==> src/rtl/dc_ipu_filter_phase_scheduler.sv <==
// Bicubic filter phase scheduler.
// Walks the destination raster of one frame and emits one beat per output
// pixel: the integer source anchor plus the top fraction bits of each axis
// position, which index the weight LUTs.
// Optional feature macro: DC_IPU_FILTER_CENTER_ALIGN_EN (pixel-center-aligned
// start positions instead of corner-aligned).
//
// state | meaning
// IDLE  | waiting for cfg_start; no beat presented
// RUN   | a beat is presented on out_*; advances on out_ready
// DONE  | one-cycle frame-complete pulse, then back to IDLE
module dc_ipu_filter_phase_scheduler #(
    parameter int COORD_WIDTH = 12,
    parameter int FRACT_WIDTH = 16,
    parameter int PHASE_WIDTH = 5
) (
    input  logic                               clk,
    input  logic                               reset,
    input  logic                               clr,
    input  logic                               cfg_start,
    input  logic [COORD_WIDTH-1:0]             cfg_dst_width,
    input  logic [COORD_WIDTH-1:0]             cfg_dst_height,
    input  logic [COORD_WIDTH+FRACT_WIDTH-1:0] cfg_step_x,
    input  logic [COORD_WIDTH+FRACT_WIDTH-1:0] cfg_step_y,
    output logic                               busy,
    output logic                               done,
    output logic                               out_valid,
    input  logic                               out_ready,
    output logic [COORD_WIDTH-1:0]             out_src_x,
    output logic [COORD_WIDTH-1:0]             out_src_y,
    output logic [PHASE_WIDTH-1:0]             out_phase_x,
    output logic [PHASE_WIDTH-1:0]             out_phase_y,
    output logic                               out_last_x,
    output logic                               out_last_y
);

    localparam int POS_WIDTH = COORD_WIDTH + FRACT_WIDTH;

    typedef enum logic [1:0] {
        ST_IDLE = 2'd0,
        ST_RUN  = 2'd1,
        ST_DONE = 2'd2
    } state_t;

    state_t state, state_next;

    logic [COORD_WIDTH-1:0] width_q, height_q;
    logic [COORD_WIDTH-1:0] dx, dy;
    logic [POS_WIDTH-1:0]   step_x_q, step_y_q;
    logic [POS_WIDTH-1:0]   init_x_q, init_y_q;
    logic [POS_WIDTH-1:0]   pos_x, pos_y;
    logic                   last_x_q, last_y_q;
    logic [POS_WIDTH-1:0]   init_x_calc, init_y_calc;

    logic latch_cfg;
    logic dims_ok;
    logic accept;

`ifdef DC_IPU_FILTER_CENTER_ALIGN_EN
    // Start half a step in, minus half a source pixel; clamp at zero for
    // upscaling ratios where that would go negative.
    function automatic logic [POS_WIDTH-1:0] center_init(input logic [POS_WIDTH-1:0] step);
        logic [POS_WIDTH-1:0] half_step;
        logic [POS_WIDTH-1:0] half_pixel;
        half_step  = step >> 1;
        half_pixel = POS_WIDTH'(1) << (FRACT_WIDTH - 1);
        return (half_step > half_pixel) ? (half_step - half_pixel) : '0;
    endfunction

    assign init_x_calc = center_init(cfg_step_x);
    assign init_y_calc = center_init(cfg_step_y);
`else
    assign init_x_calc = '0;
    assign init_y_calc = '0;
`endif

    // State register.
    always_ff @(posedge clk or posedge reset) begin
        if (reset) state <= ST_IDLE;
        else       state <= state_next;
    end

    // Next-state decode plus the start/accept strobes used by the datapath.
    always_comb begin
        state_next = state;
        dims_ok    = (cfg_dst_width != '0) && (cfg_dst_height != '0);
        latch_cfg  = 1'b0;
        accept     = 1'b0;
        case (state)
            ST_IDLE: begin
                if (cfg_start) begin
                    latch_cfg  = 1'b1;
                    state_next = dims_ok ? ST_RUN : ST_DONE;
                end
            end
            ST_RUN: begin
                accept = out_ready;
                if (out_ready && last_x_q && last_y_q) state_next = ST_DONE;
            end
            ST_DONE: state_next = ST_IDLE;
            default: state_next = ST_IDLE;
        endcase
        if (clr) begin
            state_next = ST_IDLE;
            latch_cfg  = 1'b0;
            accept     = 1'b0;
        end
    end

    // Raster counters, position accumulators and latched configuration.
    always_ff @(posedge clk or posedge reset) begin
        if (reset) begin
            width_q  <= '0;
            height_q <= '0;
            step_x_q <= '0;
            step_y_q <= '0;
            init_x_q <= '0;
            init_y_q <= '0;
            dx       <= '0;
            dy       <= '0;
            pos_x    <= '0;
            pos_y    <= '0;
            last_x_q <= 1'b0;
            last_y_q <= 1'b0;
        end else if (clr) begin
            width_q  <= '0;
            height_q <= '0;
            step_x_q <= '0;
            step_y_q <= '0;
            init_x_q <= '0;
            init_y_q <= '0;
            dx       <= '0;
            dy       <= '0;
            pos_x    <= '0;
            pos_y    <= '0;
            last_x_q <= 1'b0;
            last_y_q <= 1'b0;
        end else if (latch_cfg) begin
            width_q  <= cfg_dst_width;
            height_q <= cfg_dst_height;
            step_x_q <= cfg_step_x;
            step_y_q <= cfg_step_y;
            init_x_q <= init_x_calc;
            init_y_q <= init_y_calc;
            dx       <= '0;
            dy       <= '0;
            pos_x    <= init_x_calc;
            pos_y    <= init_y_calc;
            last_x_q <= (cfg_dst_width == COORD_WIDTH'(1));
            last_y_q <= (cfg_dst_height == COORD_WIDTH'(1));
        end else if (accept) begin
            if (last_x_q) begin
                // End of line: rewind x, step down one output line.
                dx       <= '0;
                pos_x    <= init_x_q;
                dy       <= dy + COORD_WIDTH'(1);
                pos_y    <= pos_y + step_y_q;
                last_x_q <= (width_q == COORD_WIDTH'(1));
                last_y_q <= ((dy + COORD_WIDTH'(1)) == (height_q - COORD_WIDTH'(1)));
            end else begin
                dx       <= dx + COORD_WIDTH'(1);
                pos_x    <= pos_x + step_x_q;
                last_x_q <= ((dx + COORD_WIDTH'(1)) == (width_q - COORD_WIDTH'(1)));
            end
        end
    end

    // A beat is presented for exactly as long as the FSM sits in RUN.
    assign busy        = (state == ST_RUN);
    assign out_valid   = (state == ST_RUN);
    assign done        = (state == ST_DONE);
    assign out_src_x   = pos_x[POS_WIDTH-1:FRACT_WIDTH];
    assign out_src_y   = pos_y[POS_WIDTH-1:FRACT_WIDTH];
    assign out_phase_x = pos_x[FRACT_WIDTH-1 -: PHASE_WIDTH];
    assign out_phase_y = pos_y[FRACT_WIDTH-1 -: PHASE_WIDTH];
    assign out_last_x  = last_x_q;
    assign out_last_y  = last_y_q;

endmodule

==> config.mk <==
export PLATFORM = sky130hd
export DESIGN_NAME = dc_ipu_filter_phase_scheduler
export DESIGN_NICKNAME = d
export VERILOG_FILES = /design/src/rtl/dc_ipu_filter_phase_scheduler.sv
export SDC_FILE = /design/constraint.sdc
export NUM_CORES = 1
export LEC_CHECK = 0
export CAP_MARGIN = 20
export CORE_ASPECT_RATIO = 1.2
export CORE_MARGIN = 1
export CORE_UTILIZATION = 41
export DETAILED_ROUTE_END_ITERATION = 6
export GPL_TIMING_DRIVEN = 1
export SLEW_MARGIN = 20
export SYNTH_ARGS = -nofsm -noshare
export SYNTH_HDL_FRONTEND = slang
export SYNTH_SLANG_ARGS = --single-unit
==> constraint.sdc <==
create_clock -name clk -period 6.7 [get_ports clk]
set_input_delay 0.67 -clock clk [delete_from_list [all_inputs] [get_ports clk]]
set_output_delay 0.67 -clock clk [all_outputs]
set_load 0.03 [all_outputs]
==> out/results.tsv <==
metric	value	unit
start_util	42.2	%
grt_setup_unrepaired	no	
synth_adder_area_share	7.90	%
hold_path_class	reg -> reg	
antenna_found_initial	3	
clock_latency	0.43	ns
ff2ff_setup_slack	3.39	ns
seq_area_frac_synth	41.6	%
place.gp.congestion	0.805	
synth_top_area_share	41.6	%
cts_tree	built	
cts_max_path_buffers	2	
cts_resized	0	
ant_nets	0	
power.switching	0.832	mW
wl	22.7	mm
crit_type	reg -> reg	
wl_per_cell	16.0	microns
postSynthAreaPerCell	9.69	sq um
synth.distinct_cells	66	
maxCapViolations	0	
yosysWarnings	0	
drive_gt1_share	5.53	%
die_h	172	microns
place_hpwl	15.6	mm
synthToLayoutAreaGrowth	19.5	%
cts_buffers	17	
p_leak	5.41	nW
async_flop_share	100	%
ff2ff_path_depth	11	
post-route-cell-area	11800	sq um
synthSimpleGateAreaFrac	12.9	%
layout_commonest_cell	dfrtp_1	
seq_power_share	40.5	%
vias_per_cell	5.34	
first_pass_iters	4	
finalSetupViolations	0	
cp_max_fo	4	
start_kind	flop	
tightest_slew	0.926	ns
drcViolationCount	0	
io_pins	124	
grt_usage	19.6	%
switching_share	29.6	%
post_cts_buffers	0	
finalHoldViolCount	0	
dieArea	24700	sq um
p_clk_share	36.7	%
vias	7595	
synth_area_leader_cell	dfrtp_1	
r2r-start	step_x_q[0]$_DFFE_PP0P_	
final_cells	1421	
required	7.00	ns
startpoint	step_x_q[0]$_DFFE_PP0P_	
finalMaxSlewViolations	0	
r2r-end	pos_x[26]$_DFFE_PP0P_	
status	finished, final reports clean	
port_buffers	123	
die_w	144	microns
clock.fmax	0.302	GHz
ys_ff_latch	164	
fin_nets	1236	
cts_root_buf	clkbuf_16	
syn-cell-area	9860	sq um
synth_flop_cell	dfrtp_1	
synthCells	1017	
fill_cells	2194	
grt_pass1_wl	38.1	mm
synthMuxAreaShare	0.102	%
htree_levels	4	
grt_pass1_vias	7594	
critPathCaptureType	flop	
synth_top_family_by_area	compound AO/OA/AOI/OAI gates	
cp.arrival	3.61	ns
multi_input_area	5280	sq um
tns	0	ns
min_path_cells	2	
final_cell_mix	dfrtp_1 (164), clkdlybuf4s50_1 (123), o21ai_0 (100)	
crit_end	pos_x[26]$_DFFE_PP0P_	
clock-sinks	164	
combPwrFrac	22.7	%
core-area	23400	sq um
syn-num-nets	1163	
fin_skew	0.00883	ns
finalCritPeriodShare	49.5	%
ir_worst_vdd	0.155	mV
synth_edf_count	0	
min_period	3.31	ns
p_int	1.98	mW
cts.clk_slew.worst_paths	0.07	ns
grt_max_degree	97	
pwr_density_cell	239	nW/um^2
dp_cells	1385	
postCtsHoldBufs	0	
seq_area	4100	sq um
whs	0.483	ns
gr-total-overflow	0	
slew_headroom	38.2	%
synthTopCellsByArea	dfrtp_1 (42%), ha_1 (7.5%), a22o_1 (7.2%)	
synth_compound_area_share	22.7	%
placed_area	11100	sq um
drt_iter0_markers	310	
synth_xor_area_share	9.60	%
rows	61	
==> power groups by stage <==
stage / clock [mW] / sequential, mW / combinational [mW]
2_1_floorplan: 0 / 1.13 / 0.490
3_3_place_gp: 0 / 1.16 / 0.635
3_5_place_dp: 0 / 1.16 / 0.642
4_1_cts: 1.06 / 1.14 / 0.645
5_1_grt: 1.10 / 1.15 / 0.712
6_report: 1.03 / 1.14 / 0.639
==> area by class of cell <==
type | count | share of cell area (%)
diodes | 3 | 0.0637
clock buffers | 21 | 3.99
repair buffers | 132 | 11.2
clock inverters | 11 | 1.29
inverters | 14 | 0.489
multi-input cells | 761 | 44.8
flip-flops and latches | 164 | 34.8
well taps | 315 | 3.35
==> per-stage QoR <==
stage / utilization [%] / power [mW] / worst slack, ns
3_5_place_dp: 47.6 / 1.80 / 2.65
5_1_grt: 50.4 / 2.97 / 3.02
4_1_cts: 50.3 / 2.84 / 3.12
3_3_place_gp: 47.6 / 1.79 / 2.71
6_report: 50.4 / 2.81 / 3.39
2_1_floorplan: - / 1.62 / 1.60
==> Yosys cell counts, types with 4 or more instances <==
library cell / instances
xnor2_1: 67
o31ai_1: 8
and3_1: 20
buf_4: 35
nor4_1: 11
nand4_1: 8
o21ai_1: 4
clkbuf_1: 38
dfrtp_1: 164
a22o_1: 81
a31oi_1: 7
a211oi_1: 7
nor2b_1: 7
a21o_1: 31
o21a_1: 6
nand3_1: 27
ha_1: 59
xor2_1: 41
inv_1: 14
a21oi_1: 47
o21ai_0: 100
nand2b_1: 8
or4_1: 4
nor3_1: 19
nor2_1: 47
o21bai_1: 6
nand2_1: 95
==> per-layer routing <==
| layer | wire (microns) | track usage, % | share of wire (%) | vias to the layer above |
|---|---|---|---|---|
| li1 | - | - | - | 3810 |
| met1 | 10300 | 24.8 | 45 | 3649 |
| met2 | 11300 | 33.5 | 50 | 117 |
| met3 | 841 | 4.24 | 3.7 | 19 |
| met4 | 233 | 5.32 | 1.0 | 0 |
| met5 | 0 | 0 | 0 | - |
==> sequential cells by signal (all words and copies together), names as in the netlist <==
name / count
dx: 12
pos_y: 28
step_x_q: 28
out_last_y: 1
pos_x: 28
out_last_x: 1
dy: 12
step_y_q: 28
height_q: 12
state: 2
width_q: 12
==> worst min-delay path by stage <==
stage                                     start                     to  slack, ns
after floorplan           pos_y[10]$_DFFE_PP0P_  pos_y[10]$_DFFE_PP0P_       0.45
after global placement     pos_y[0]$_DFFE_PP0P_   pos_y[0]$_DFFE_PP0P_       0.47
after detailed placement   pos_y[9]$_DFFE_PP0P_   pos_y[9]$_DFFE_PP0P_       0.47
after CTS                  pos_y[9]$_DFFE_PP0P_   pos_y[9]$_DFFE_PP0P_       0.49
after global routing       pos_x[7]$_DFFE_PP0P_   pos_x[7]$_DFFE_PP0P_       0.51
final                      pos_y[9]$_DFFE_PP0P_   pos_y[9]$_DFFE_PP0P_       0.48
==> logic make-up (layout without fill, tap and decap cells) <==
logic type	count (synthesis)	count (layout)
adders and majority gates	61	61
and+or+nand+nor	265	265
DFF	164	164
muxes	1	1
xor gates and xnor gates	108	108
buffers and inverters	92	178
AOI/OAI and AO/OA	326	326
other	0	3
==> critical path: stages (launching register included) <==
cell and delay (ns):
dfrtp_1 0.42, ha_1 0.26, fa_1 0.41, a21o_1 0.19
a22oi_1 0.20, a21oi_1 0.19, o211ai_1 0.30, a31oi_1 0.21
a221oi_1 0.52, o21ai_0 0.23, xnor2_1 0.16, o21ai_0 0.08
No activity file was read; power rests on OpenSTA's default activity.
==> variant (config.mk and constraints unchanged) <==
Register the inputs `cfg_start`, `cfg_dst_width` and `cfg_dst_height` before use, cleared by the reset. The logic sees them one clock later. The other inputs are not delayed to match.
--- a/src/rtl/dc_ipu_filter_phase_scheduler.sv
+++ b/src/rtl/dc_ipu_filter_phase_scheduler.sv
@@ -42,6 +42,22 @@
         ST_DONE = 2'd2
     } state_t;
 
+    logic cfg_start_q;
+    logic [COORD_WIDTH-1:0] cfg_dst_width_q;
+    logic [COORD_WIDTH-1:0] cfg_dst_height_q;
+
+    always_ff @(posedge clk or posedge reset) begin
+        if (reset) begin
+            cfg_start_q      <= '0;
+            cfg_dst_width_q  <= '0;
+            cfg_dst_height_q <= '0;
+        end else begin
+            cfg_start_q      <= cfg_start;
+            cfg_dst_width_q  <= cfg_dst_width;
+            cfg_dst_height_q <= cfg_dst_height;
+        end
+    end
+
     state_t state, state_next;
 
     logic [COORD_WIDTH-1:0] width_q, height_q;
@@ -83,12 +99,12 @@
     // Next-state decode plus the start/accept strobes used by the datapath.
     always_comb begin
         state_next = state;
-        dims_ok    = (cfg_dst_width != '0) && (cfg_dst_height != '0);
+        dims_ok    = (cfg_dst_width_q != '0) && (cfg_dst_height_q != '0);
         latch_cfg  = 1'b0;
         accept     = 1'b0;
         case (state)
             ST_IDLE: begin
-                if (cfg_start) begin
+                if (cfg_start_q) begin
                     latch_cfg  = 1'b1;
                     state_next = dims_ok ? ST_RUN : ST_DONE;
                 end
@@ -136,8 +152,8 @@
             last_x_q <= 1'b0;
             last_y_q <= 1'b0;
         end else if (latch_cfg) begin
-            width_q  <= cfg_dst_width;
-            height_q <= cfg_dst_height;
+            width_q  <= cfg_dst_width_q;
+            height_q <= cfg_dst_height_q;
             step_x_q <= cfg_step_x;
             step_y_q <= cfg_step_y;
             init_x_q <= init_x_calc;
@@ -146,8 +162,8 @@
             dy       <= '0;
             pos_x    <= init_x_calc;
             pos_y    <= init_y_calc;
-            last_x_q <= (cfg_dst_width == COORD_WIDTH'(1));
-            last_y_q <= (cfg_dst_height == COORD_WIDTH'(1));
+            last_x_q <= (cfg_dst_width_q == COORD_WIDTH'(1));
+            last_y_q <= (cfg_dst_height_q == COORD_WIDTH'(1));
         end else if (accept) begin
             if (last_x_q) begin
                 // End of line: rewind x, step down one output line.
Function: changed (Yosys sat finds a counterexample within 4 cycles, from zero or initial values and one cycle with reset high).
==> variant against the unedited design <==
Area after synthesis is 8.7% higher; worst setup slack improved by 0.11 ns; design area is 7.0% higher; first-iteration DRC count rose by 17%; critical path depth fell by 1; maximum frequency increased by 3.5%; global-route usage up 0.069 points; wire length grew 9.0%; sequential share of layout area grew 2.7 points; sequential cell count up 25; power increased by 3.5%; largest cell class unchanged; highest routed layer unchanged.
==> variant: results (changes against the unedited design) <==
Timing
  – Max Clock Skew: 0.008823 ns (-0.000005160 ns)
  – Tightest Pin Transition: 0.9729 ns (+0.04640 ns)

Routing
  – WL final: 24800 um (+9.0%)

Final layout
  – Number of diodes: 0 (-3)
  – Fillers: 2376 (+8.3%)
  – #MultiIn Comb: 788 (+3.5%)
  – Non-clk invs: 17 (+3)
  – # nets final: 1288 (+4.2%)
  – Fraction of area in multi-input gates: 43.62% (-1.2 points)

Placement
  – Post-DP HPWL: 17350 um (+11%)
  – # placed instances: 1453 (+4.9%)

Worst setup path
  – Critical Path Sink: out_last_y$_DFFE_PP0P_
  – Slowest CP cell: buf_4
  – Crit path max-delay family: buffers and inverters
  – CP Launch Point: clr
  – Worst reg2reg setup slack: 3.58 ns (+0.19 ns)

Global routing
  – Largest net degree at the start of global routing: 133 (+37%)
  – Number of global-route vias before repair: 8252 (+8.7%)
  – First-pass GRT wire length: 41590 um (+9.2%)

Status
  – Status: completed

Logic synthesis
  – Adder-cell area share of the yosys netlist: 7.266% (-0.63 points)
  – Xor/xnor share of the synthesized area: 8.749% (-0.85 points)
  – Synthesized area: 10710 um^2 (+8.7%)

Power and ir drop
  – Combinational power: 572 uW (-10%)
  – Static Leakage: 0.005910 uW (+9.2%)

Clock tree
  – CTS sink cnt: 189 (+15%)
-- variant: worst min path at each step --
stage,from,to,cells past startpoint
after floorplan,pos_x[27]$_DFFE_PP0P_,pos_x[27]$_DFFE_PP0P_,1
after global placement,pos_y[5]$_DFFE_PP0P_,pos_y[5]$_DFFE_PP0P_,2
after detailed placement,pos_y[7]$_DFFE_PP0P_,pos_y[7]$_DFFE_PP0P_,2
after CTS,pos_x[6]$_DFFE_PP0P_,pos_x[6]$_DFFE_PP0P_,2
after global routing,pos_x[8]$_DFFE_PP0P_,pos_x[8]$_DFFE_PP0P_,2
final,pos_y[4]$_DFFE_PP0P_,pos_y[4]$_DFFE_PP0P_,2
-- variant: metal layers --
metal,GRT usage [%],up-vias,wire length (um)
met3,3.206,19,797
met5,0,-,0
met1,24.82,3987,11320
met4,4.974,0,251
li1,-,4006,-
met2,34.57,128,12430
